[src/rtl/timer_digit_register.sv]
// Keypad digit entry for the microwave timer: synchronises and debounces the
// encoder strobe, then shifts accepted decimal digits into an M:SS BCD entry.
module timer_digit_register #(
    parameter int unsigned DEBOUNCE_CYCLES = 4,
    parameter int unsigned SYNC_STAGES     = 2
) (
    input  logic       clk,
    input  logic       rstn,
    input  logic [3:0] saida_cod,
    input  logic       loadn,
    input  logic       enablen,
    input  logic       clearn,
    output logic [3:0] dig_min,
    output logic [3:0] dig_seg_dez,
    output logic [3:0] dig_seg_uni,
    output logic       key_pulse,
    output logic       tempo_valido
);

    localparam int unsigned CODE_W = 4;
    localparam int unsigned CNT_W  = $clog2(DEBOUNCE_CYCLES + 1);
    localparam logic [CNT_W-1:0]  CNT_LAST  = CNT_W'(DEBOUNCE_CYCLES - 1);
    localparam logic [CODE_W-1:0] CODE_MAXD = CODE_W'(9);
    localparam logic [CODE_W-1:0] DEZ_MAX   = CODE_W'(5);

    typedef enum logic [1:0] {
        S_IDLE,
        S_DEBOUNCE,
        S_LOAD,
        S_WAIT_RELEASE
    } state_t;

    logic [SYNC_STAGES-1:0] r_ls_sync;
    logic [CODE_W-1:0]      r_cs_sync [SYNC_STAGES];
    logic                   w_ls;
    logic [CODE_W-1:0]      w_cs;

    state_t            r_state;
    state_t            w_state_nxt;
    logic [CNT_W-1:0]  r_cnt;
    logic [CNT_W-1:0]  w_cnt_nxt;
    logic [CNT_W-1:0]  w_cnt_inc;
    logic [CODE_W-1:0] r_code;
    logic [CODE_W-1:0] w_code_nxt;

    logic [CODE_W-1:0] r_dig_min;
    logic [CODE_W-1:0] r_dig_seg_dez;
    logic [CODE_W-1:0] r_dig_seg_uni;
    logic [CODE_W-1:0] w_dig_min_nxt;
    logic [CODE_W-1:0] w_dig_seg_dez_nxt;
    logic [CODE_W-1:0] w_dig_seg_uni_nxt;
    logic              w_load_ok;
    logic              w_entry_nonzero;

    // Input synchroniser; idle values are key released and code 0.
    always_ff @(posedge clk or negedge rstn) begin
        if (!rstn) begin
            r_ls_sync <= '1;
            for (int i = 0; i < int'(SYNC_STAGES); i++) begin
                r_cs_sync[i] <= '0;
            end
        end else begin
            r_ls_sync    <= {r_ls_sync[SYNC_STAGES-2:0], loadn};
            r_cs_sync[0] <= saida_cod;
            for (int i = 1; i < int'(SYNC_STAGES); i++) begin
                r_cs_sync[i] <= r_cs_sync[i-1];
            end
        end
    end

    assign w_ls      = r_ls_sync[SYNC_STAGES-1];
    assign w_cs      = r_cs_sync[SYNC_STAGES-1];
    assign w_cnt_inc = r_cnt + CNT_W'(1);

    // State, debounce counter, captured code and digit registers.
    always_ff @(posedge clk or negedge rstn) begin
        if (!rstn) begin
            r_state       <= S_IDLE;
            r_cnt         <= '0;
            r_code        <= '0;
            r_dig_min     <= '0;
            r_dig_seg_dez <= '0;
            r_dig_seg_uni <= '0;
        end else begin
            r_state       <= w_state_nxt;
            r_cnt         <= w_cnt_nxt;
            r_code        <= w_code_nxt;
            r_dig_min     <= w_dig_min_nxt;
            r_dig_seg_dez <= w_dig_seg_dez_nxt;
            r_dig_seg_uni <= w_dig_seg_uni_nxt;
        end
    end

    // Next-state, counter and digit-shift logic; enablen high aborts any press.
    always_comb begin
        w_state_nxt       = r_state;
        w_cnt_nxt         = r_cnt;
        w_code_nxt        = r_code;
        w_dig_min_nxt     = r_dig_min;
        w_dig_seg_dez_nxt = r_dig_seg_dez;
        w_dig_seg_uni_nxt = r_dig_seg_uni;
        w_load_ok         = 1'b0;

        if (enablen) begin
            w_state_nxt = S_IDLE;
            w_cnt_nxt   = '0;
        end else begin
            case (r_state)
                S_IDLE: begin
                    if (!w_ls) begin
                        w_state_nxt = S_DEBOUNCE;
                        w_cnt_nxt   = CNT_W'(1);
                        w_code_nxt  = w_cs;
                    end
                end
                S_DEBOUNCE: begin
                    if (w_ls) begin
                        w_state_nxt = S_IDLE;
                        w_cnt_nxt   = '0;
                    end else if (w_cs != r_code) begin
                        w_cnt_nxt  = CNT_W'(1);
                        w_code_nxt = w_cs;
                    end else if (r_cnt >= CNT_LAST) begin
                        w_state_nxt = S_LOAD;
                        w_cnt_nxt   = '0;
                    end else begin
                        w_cnt_nxt = w_cnt_inc;
                    end
                end
                S_LOAD: begin
                    w_state_nxt = S_WAIT_RELEASE;
                    w_cnt_nxt   = '0;
                    w_load_ok   = (r_code <= CODE_MAXD);
                end
                S_WAIT_RELEASE: begin
                    if (!w_ls) begin
                        w_cnt_nxt = '0;
                    end else if (r_cnt >= CNT_LAST) begin
                        w_state_nxt = S_IDLE;
                        w_cnt_nxt   = '0;
                    end else begin
                        w_cnt_nxt = w_cnt_inc;
                    end
                end
                default: begin
                    w_state_nxt = S_IDLE;
                    w_cnt_nxt   = '0;
                end
            endcase
        end

        if (w_load_ok) begin
            w_dig_min_nxt     = r_dig_seg_dez;
            w_dig_seg_dez_nxt = r_dig_seg_uni;
            w_dig_seg_uni_nxt = r_code;
        end

        // Clear wins over a shift landing on the same edge.
        if (!clearn) begin
            w_dig_min_nxt     = '0;
            w_dig_seg_dez_nxt = '0;
            w_dig_seg_uni_nxt = '0;
        end
    end

    assign key_pulse       = w_load_ok & clearn;
    assign w_entry_nonzero = (r_dig_min != '0) | (r_dig_seg_dez != '0) | (r_dig_seg_uni != '0);
    assign tempo_valido    = w_entry_nonzero & (r_dig_seg_dez <= DEZ_MAX);

    assign dig_min     = r_dig_min;
    assign dig_seg_dez = r_dig_seg_dez;
    assign dig_seg_uni = r_dig_seg_uni;

endmodule

[config.mk]
export PLATFORM = sky130hd
export DESIGN_NAME = timer_digit_register
export DESIGN_NICKNAME = d
export VERILOG_FILES = /design/src/rtl/timer_digit_register.sv
export SDC_FILE = /design/constraint.sdc
export NUM_CORES = 1
export LEC_CHECK = 0
export ABC_CLOCK_PERIOD_IN_PS = 2720
export BUFFER_PORTS_ARGS = -buffer_cell sky130_fd_sc_hd__clkbuf_2
export CORE_MARGIN = 8
export CORE_UTILIZATION = 52
export CTS_CLUSTER_DIAMETER = 120
export CTS_CLUSTER_SIZE = 14
export DETAILED_ROUTE_END_ITERATION = 8
export PLACE_DENSITY = 0.72
export SYNTH_ARGS = -nofsm -noshare
export SYNTH_HDL_FRONTEND = slang
export SYNTH_SLANG_ARGS = --single-unit
[constraint.sdc]
create_clock -name clk -period 2.72 [get_ports clk]
set_input_delay 0.544 -clock clk [delete_from_list [all_inputs] [get_ports clk]]
set_output_delay 0.544 -clock clk [all_outputs]
set_load 0.005 [all_outputs]
==> out/qor.csv <==
metric;value;unit
period_share;0.7595;
drt_iter0_drc;47;
tightestPinTransition;0.7511;ns
clk_path_buf_depth;2;
slew_headroom;0.4993;
final-instance-count-excl-fill;163;
crit_top_cell;nor4_1;
synth_nets;117;
fp.dieH;66.07;um
drt_first_pass_iters;4;
die_w;66.07;um
criticalPathCategory;reg -> out;
synth_top_area_frac;0.5566;
cts.sinks;31;
ys_top_cells_by_area;dfrtp_1 56%, mux2i_1 9.2%, nor2_1 4.3%;
critPathMaxFanout;5;
synthCells;106;
vias_per_cell;5.374;
dieArea;4365;um^2
max-cap-violations;0;
holdBufCountCts;0;
dp.cells;155;
rsz0062_at_grt;false;
finClkSkew;0.007591;ns
syn_to_final_growth;13.44;%
status;finished, final reports clean;
via_count;876;
path_buf_inv;1;
numCtsBuffers;5;
cts_tree;built;
setup-tns-final;0;ns
placementRows;18;
finalCriticalPeriod;2.066;ns
grt_use_total;0.1182;
core_area;2432;um^2
r2r_start;r_cnt[0];
avgSynthCellArea;12.30;um^2
synth_seq_cells;31;
powerDensity;541.6;nW/um^2
synth_warnings;0;
yosysTopAreaCell;dfrtp_1;
io_buffers;22;
pin_count;23;
cts.repair.resized;0;
grt_max_degree;32;
cts_root_buf;clkbuf_4;
hold_class;in -> async;
drive_above_1_share;0.2556;
dp_hpwl;1715;um
synthDistinctLibCells;29;
cp_slowest_cell;dfrtp_1;
clock_latency;0.32;ns
netlist_area;1304;um^2
leakagePower;0.0007802;uW
antenna_cells;0;
ys_seq_area_frac;0.5969;
slowest_delay;0.44;ns
arrival;1.52;ns
first_global_vias;866;
clkTransAtPathRegs;0.10;ns
routed_wl;2403;um
post-cts-setup-buffer-count;0;
endpoint_kind;output pin;
routedWlPerCell;14.74;um
hold_viol_final;0;
peakVddDrop;0.3847;mV
cp.required;2.18;ns
final-setup-viol-count;0;
drc;0;
antenna_found_initial;0;
slew_viol_final;0;
crit_family;simple AND/OR/NAND/NOR gates;
worstSetupStartpointType;flip-flop;
gr-total-overflow;0;
fmax;484.1;MHz
crit_chain;nor4_1 > nand2_1 > nor4_1 > a211oi_1 > clkbuf_2;
final_antenna_net_count;0;
start_util;0.5360;
crit_start;dig_seg_dez[2];
nets;143;
grt_pass1_wl;3884;um
gp_congestion;0.7767;
cts_max_level;2;
==> sequential cells by signal, summed over array words and instances, names as in the netlist <==
| signal | cells |
|---|---|
| r_cs_sync | 4 |
| dig_seg_dez | 4 |
| r_code | 4 |
| dig_min | 4 |
| r_cnt | 3 |
| w_cs | 4 |
| r_state | 2 |
| r_ls_sync | 2 |
| dig_seg_uni | 4 |
==> worst register-to-register path, cell delays in order, from the launching register on <==
cell and delay [ns]:
dfrtp_1 0.43, ha_1 0.22, ha_1 0.19, a211o_1 0.30, or3b_1 0.41, o31ai_1 0.21
==> stage by stage <==
stage | cell area [um^2] | setup WS (ns) | utilization | hold slack, ns | power (uW)
after floorplan | 1304 | 1.020 | - | 0.2484 | 537.2
after global placement | 1429 | 0.9773 | 0.5874 | 0.3333 | 557.6
after detailed placement | 1429 | 0.8884 | 0.5874 | 0.3405 | 561.8
after CTS | 1479 | 0.6189 | 0.6080 | 0.2785 | 812.7
after global routing | 1479 | 0.4687 | 0.6080 | 0.2677 | 839.9
final | 1479 | 0.6542 | 0.6080 | 0.2693 | 800.9
==> kinds of logic after synthesis <==
group	after synthesis	share of synthesized area
and+or+nand+nor	34	0.1305
DFF	31	0.5969
muxes	16	0.1267
AOI/OAI and AO/OA	12	0.06813
buffers and inverters	7	0.03166
xor gates and xnor gates	4	0.02687
adders and majority gates	2	0.01919
==> layout make-up <==
| cell class | count | area (um^2) |
|---|---|---|
| timing repair buffer | 23 | 117.6 |
| multi-input combinational | 68 | 484.2 |
| clock buffer | 7 | 45.04 |
| tap | 30 | 37.54 |
| fill | 204 | 953.4 |
| inverter | 3 | 11.26 |
| clock inverter | 1 | 5.005 |
| sequential | 31 | 778.2 |
==> cells in the mapped netlist <==
| master | n |
|---|---|
| o31ai_1 | 2 |
| nand3_1 | 1 |
| xnor2_1 | 4 |
| nor2_1 | 15 |
| o21a_1 | 2 |
| or3b_1 | 1 |
| o21a_2 | 1 |
| nor4b_1 | 2 |
| dfstp_2 | 2 |
| or2_4 | 1 |
| o21ai_1 | 1 |
| nand4_1 | 2 |
| dfrtp_1 | 29 |
| nor3_1 | 2 |
| nand2_1 | 6 |
| buf_2 | 1 |
| mux2_1 | 4 |
| mux2i_1 | 12 |
| o21bai_1 | 1 |
| a31oi_1 | 1 |
| nor4_1 | 3 |
| buf_4 | 1 |
| inv_1 | 3 |
| ha_1 | 2 |
| a211o_1 | 1 |
| clkbuf_1 | 1 |
| nor3_2 | 1 |
| a211oi_1 | 3 |
| clkbuf_8 | 1 |
==> cell usage in the layout (no fill, tap or decap), types with 3 or more instances in the layout <==
cell type,netlist,routed
a211oi_1,3,3
nand2_1,6,6
mux2_1,4,4
clkbuf_4,0,5
nor2_1,15,15
mux2i_1,12,12
dfrtp_1,29,29
inv_1,3,3
xnor2_1,4,4
clkbuf_2,0,22
nor4_1,3,3
==> layer usage <==
layer  share of wire  up-vias  global-route usage
met5               0        -                   0
met4           0.019        0             0.08000
met3           0.084        5             0.04068
met2            0.47       32              0.1864
met1            0.43      416              0.1321
li1                -      423                   -
==> power by group <==
group / switching (uW) / internal (uW) / total (uW)
sequential: 17.9 / 480 / 498
clock: 149 / 101 / 249
combinational: 28.0 / 25.4 / 53.4
==> final timing paths <==
path                                   to  slack [ns]  depth (start not counted)
max                          tempo_valido        0.65                          5
min reg2reg                       w_cs[3]        0.36                          0
max in group asynchronous         w_cs[1]        1.97                          1
max reg2reg                      r_cnt[1]        0.87                          5
min                        dig_seg_dez[0]        0.27                          1
min in group clk             r_ls_sync[0]        0.30                          1
(Power assumes the default switching activity.)
